[src/rtl/therm_pkg.sv]
// Shared constants, state encoding and thermometer helper for the
// therm_encode_arbiter slice.
package therm_pkg;

  localparam int N_REQ   = 4;
  localparam int VAL_W   = 3;
  localparam int THERM_W = 7;
  localparam int ID_W    = 2;

  typedef enum logic {
    S_IDLE = 1'b0,
    S_ENC  = 1'b1
  } state_t;

  // Bit i of the code is set when the value exceeds i.
  function automatic logic [THERM_W-1:0] therm_of(input logic [VAL_W-1:0] v);
    logic [THERM_W-1:0] t;
    t = '0;
    for (int i = 0; i < THERM_W; i++) begin
      t[i] = (i < int'(v));
    end
    return t;
  endfunction

endpackage

[src/rtl/therm_gray_encode.sv]
// Shared combinational datapath: 3-bit value to thermometer code and gated
// Gray code.
module therm_gray_encode
  import therm_pkg::*;
(
  input  logic [VAL_W-1:0]   value,
  input  logic               enable,
  output logic [THERM_W-1:0] therm,
  output logic [VAL_W-1:0]   gray
);

  assign therm = therm_of(value);
  assign gray  = enable ? (value ^ (value >> 1)) : '0;

endmodule

[src/rtl/therm_encode_arbiter.sv]
// Round-robin arbiter feeding four requesters through one shared encoder,
// with registered, ID-tagged results.
module therm_encode_arbiter
  import therm_pkg::*;
(
  input  logic                   clk,
  input  logic                   rst,
  input  logic [N_REQ-1:0]       req,
  input  logic [N_REQ*VAL_W-1:0] value,
  input  logic                   enable,
  output logic [N_REQ-1:0]       ack,
  output logic                   busy,
  output logic                   out_valid,
  output logic [ID_W-1:0]        out_id,
  output logic [THERM_W-1:0]     out_therm,
  output logic [VAL_W-1:0]       out_gray
);

  state_t               r_state;
  state_t               w_state_nxt;
  logic [ID_W-1:0]      r_ptr;
  logic [ID_W-1:0]      r_id;
  logic [VAL_W-1:0]     r_val;
  logic [N_REQ-1:0]     r_ack;
  logic                 r_valid;
  logic [ID_W-1:0]      r_out_id;
  logic [THERM_W-1:0]   r_out_therm;
  logic [VAL_W-1:0]     r_out_gray;
  logic [ID_W-1:0]      w_grant;
  logic                 w_found;
  logic [THERM_W-1:0]   w_therm;
  logic [VAL_W-1:0]     w_gray;

  // Search upward from the pointer; the 2-bit sum wraps modulo N_REQ.
  always_comb begin
    w_grant = '0;
    w_found = 1'b0;
    for (int i = 0; i < N_REQ; i++) begin
      if (!w_found && req[r_ptr + ID_W'(i)]) begin
        w_grant = r_ptr + ID_W'(i);
        w_found = 1'b1;
      end
    end
  end

  always_comb begin
    w_state_nxt = r_state;
    case (r_state)
      S_IDLE:  if (w_found) w_state_nxt = S_ENC;
      S_ENC:   w_state_nxt = S_IDLE;
      default: w_state_nxt = S_IDLE;
    endcase
  end

  always_ff @(posedge clk or posedge rst) begin
    if (rst) r_state <= S_IDLE;
    else     r_state <= w_state_nxt;
  end

  therm_gray_encode u_enc (
    .value  (r_val),
    .enable (enable),
    .therm  (w_therm),
    .gray   (w_gray)
  );

  always_ff @(posedge clk or posedge rst) begin
    if (rst) begin
      r_ptr       <= '0;
      r_id        <= '0;
      r_val       <= '0;
      r_ack       <= '0;
      r_valid     <= 1'b0;
      r_out_id    <= '0;
      r_out_therm <= '0;
      r_out_gray  <= '0;
    end else begin
      r_ack   <= '0;
      r_valid <= 1'b0;
      if (r_state == S_IDLE && w_found) begin
        r_ack <= {{(N_REQ-1){1'b0}}, 1'b1} << w_grant;
        r_id  <= w_grant;
        r_val <= value[w_grant*VAL_W +: VAL_W];
        r_ptr <= w_grant + 1'b1;
      end
      if (r_state == S_ENC) begin
        r_valid     <= 1'b1;
        r_out_id    <= r_id;
        r_out_therm <= w_therm;
        r_out_gray  <= w_gray;
      end
    end
  end

  assign ack       = r_ack;
  assign busy      = (r_state == S_ENC);
  assign out_valid = r_valid;
  assign out_id    = r_out_id;
  assign out_therm = r_out_therm;
  assign out_gray  = r_out_gray;

endmodule

[config.mk]
export PLATFORM = sky130hd
export DESIGN_NAME = therm_encode_arbiter
export DESIGN_NICKNAME = d
export VERILOG_FILES = /design/src/rtl/therm_pkg.sv /design/src/rtl/therm_gray_encode.sv /design/src/rtl/therm_encode_arbiter.sv
export SDC_FILE = /design/constraint.sdc
export NUM_CORES = 1
export LEC_CHECK = 0
export CAP_MARGIN = 20
export CELL_PAD_IN_SITES_DETAIL_PLACEMENT = 0
export CELL_PAD_IN_SITES_GLOBAL_PLACEMENT = 1
export CORE_MARGIN = 4
export CORE_UTILIZATION = 38
export CTS_CLUSTER_SIZE = 10
export DETAILED_ROUTE_END_ITERATION = 10
export HOLD_SLACK_MARGIN = 0.08
export PLACE_DENSITY_LB_ADDON = 0.15
export SLEW_MARGIN = 5
export SYNTH_ARGS = -nofsm -noshare
export SYNTH_HDL_FRONTEND = slang
export SYNTH_HIERARCHICAL = 1
export SYNTH_SLANG_ARGS = --single-unit
export TNS_END_PERCENT = 100
[constraint.sdc]
create_clock -name clk -period 2.85 [get_ports clk]
set_input_delay 0.57 -clock clk [delete_from_list [all_inputs] [get_ports clk]]
set_output_delay 0.57 -clock clk [all_outputs]
set_load 0.01 [all_outputs]
==> impl_metrics.ini <==
[finish]
area_delta_synth_final_pct = 34.39
final_area_um2 = 1589
drive_above_1_share_pct = 13.67
register_area_um2 = 625.6
fill_cells = 256
nets = 164
post-route-util_pct = 55.70
antenna_cells = 0
multi_input_area_um2 = 496.7

[floorplan]
rows = 19
die_w_um = 63.78
initial_utilization_pct = 41.45
ios = 37
fp.dieArea_um2 = 4068
die_h_um = 63.78
core-area_um2 = 2853

[clock_tree]
cts_resized = 0
clock-root-buffer = clkbuf_4
h-tree-depth = 1
cts_hold_buffers = 0
cts_buffer_depth = 2
cts.sinks = 25
clk_latency_ns = 0.31
cts_buffers = 3
post_cts_buffers = 0
path_clk_slew_ns = 0.13
cts_tree = done

[worst_hold_path]
hold_class = register to register

[synth]
syn_area_um2 = 1182
synth_cells = 101
ys_warn_count = 6
syn_avg_cell_area_um2 = 11.71
syn-num-nets = 125
seq_area_frac_synth_pct = 52.91
synth-seq-cells = 25
synth.distinct_cells = 26

[grt]
grt_util_met3_pct = 2.627
grtUsageTotal_pct = 12.07
globalRouteMet2Util_pct = 20.00
overflow = 0
busiest_layer = met2
antenna_found_initial = 0
grt_max_degree = 26
grt_pass1_vias = 890
grt_util_met1_pct = 15.64
grt_first_pass_wirelength_mm = 3.960

[critical_path]
crit_type = register to output pin
cp-start-kind = register
critPathArrivalTime_ns = 1.66
setup.worst_path.end_class = output pin
crit_chain = clkdlybuf4s50_1
cp_slowest_cell = dfrtp_1
cpPeakStageDelay_ns = 0.71
critPathTopFamily = flip-flops
crit_buf_inv = 1
cp.required_ns = 2.28
path_max_fanout = 15

[sta]
finalCritPeriodShare_pct = 78.40
setup_viol = 0
rsz0062_at_grt = no
slew_viol_final = 0
skew_ns = 0.004763
setup-tns-final_ns = 0
worst_slew_pin_slew_ns = 0.5520
fmax_ghz = 0.4475
period_minus_slack_ns = 2.234
hold_viol = 0
slew_headroom_pct = 63.20

[drt]
ant_nets = 0
drc_errors = 0
drt-initial-drc-count = 29
vias = 853
wl_per_cell_um = 13.35
first_pass_iters = 4
wirelength_mm = 2.269
via_per_inst = 5.018

[power_and_ir_drop]
p_leak_uw = 0.0007383
switchingPower_uw = 469.7
swShare_pct = 33.69
pwr-share-clk_pct = 11.1
pwr-share-comb_pct = 45.1
ir_drop_v = 0.0003961
pwr-share-seq_pct = 43.8
powerDensity_nw_per_um2 = 877.4
p_int_uw = 924.6

[flow_run]
cap_violations = 0

[place]
gp_congestion = 0.6851
dpl_cell_area_um2 = 1563
hpwl_mm = 1.748
port_buffers = 36

[run_status]
status = finished, final reports clean
==> final cells by class <==
type	instances	area share, %
inverter	9	2.126
tap	31	2.441
timing repair buffer	37	23.15
multi-input combinational	64	31.26
sequential	25	39.37
clock buffer	4	1.654
==> logic make-up after synthesis <==
group / share of synthesized area (%)
AOI/OAI and AO/OA: 9.735
xor gates and xnor gates: 1.482
adders and majority gates: 5.291
buffers and inverters: 5.079
DFF: 52.91
muxes: 16.51
and+or+nand+nor: 8.995
==> cell usage after synthesis (all sizes together) <==
library cell,instances,area (um2)
nor2b,1,6.260
mux2i,6,60.06
nor2,4,15.01
buf,3,26.27
and3,1,6.260
o22a,1,10.01
a211oi,1,12.51
nand2b,3,18.77
a21boi,2,15.02
mux2,12,135.1
nand2,11,41.29
a21oi,5,25.02
xnor2,1,8.760
and2,3,18.77
dfrtp,25,625.6
o22ai,1,6.260
o221ai,3,26.28
inv,9,33.78
ha,5,62.56
o21ai,1,5.000
a21o,2,15.01
xor2,1,8.760
==> worst paths after layout <==
kind,to,slack [ns],from,cells past startpoint
min,r_id[0]$_DFFE_PP0P_,0.50,r_id[0]$_DFFE_PP0P_,2
max in group asynchronous,ack[2]$_DFF_PP0_,2.01,rst,3
min reg2reg,r_id[0]$_DFFE_PP0P_,0.50,r_id[0]$_DFFE_PP0P_,2
max,busy,0.62,busy$_DFF_PP0_,1
max reg2reg,r_ptr[0]$_DFFE_PP0P_,1.25,busy$_DFF_PP0_,4
min in group asynchronous,out_therm[6]$_DFFE_PP0P_,0.61,rst,3
==> through the flow <==
stage / instances / setup slack [ns] / power [uW] / hold WS [ns]
floorplan: 101 / 1.248 / 985.0 / 0.4401
global placement: 166 / 0.6787 / 1248 / 0.4562
detailed placement: 166 / 0.6075 / 1261 / 0.4636
CTS: 170 / 0.5720 / 1422 / 0.4959
global route: 170 / 0.4950 / 1511 / 0.5322
finish: 170 / 0.6155 / 1394 / 0.4951
==> state kept, by name, summed over array words and instances, names as in the netlist <==
name       count
out_therm      7
ack            4
out_gray       3
r_val          3
out_id         2
r_id           2
r_ptr          2
busy           1
out_valid      1
==> power by group through the flow <==
stage / clock (uW) / combinational (uW) / sequential, uW
floorplan: 0 / 348 / 637
global placement: 0 / 633 / 615
detailed placement: 0 / 640 / 620
CTS: 167 / 642 / 614
global route: 181 / 693 / 637
finish: 155 / 629 / 610
==> layer usage <==
layer,vias up,wire length [um]
li1,422,-
met1,403,1055
met2,26,1077
met3,2,121
met4,0,14
met5,-,0
==> placed cells by master, fill, tap and decap left out, drive strengths merged <==
| master | synthesis | final |
|---|---|---|
| a211oi | 1 | 1 |
| a21boi | 2 | 2 |
| a21o | 2 | 2 |
| a21oi | 5 | 5 |
| and2 | 3 | 3 |
| and3 | 1 | 1 |
| buf | 3 | 1 |
| clkbuf | 0 | 4 |
| clkdlybuf4s50 | 0 | 36 |
| dfrtp | 25 | 25 |
| ha | 5 | 5 |
| inv | 9 | 9 |
| mux2 | 12 | 12 |
| mux2i | 6 | 6 |
| nand2 | 11 | 11 |
| nand2b | 3 | 3 |
| nor2 | 4 | 4 |
| nor2b | 1 | 1 |
| o21ai | 1 | 1 |
| o221ai | 3 | 3 |
| o22a | 1 | 1 |
| o22ai | 1 | 1 |
| xnor2 | 1 | 1 |
| xor2 | 1 | 1 |
Note: power is estimated with default switching activity, not from simulation.
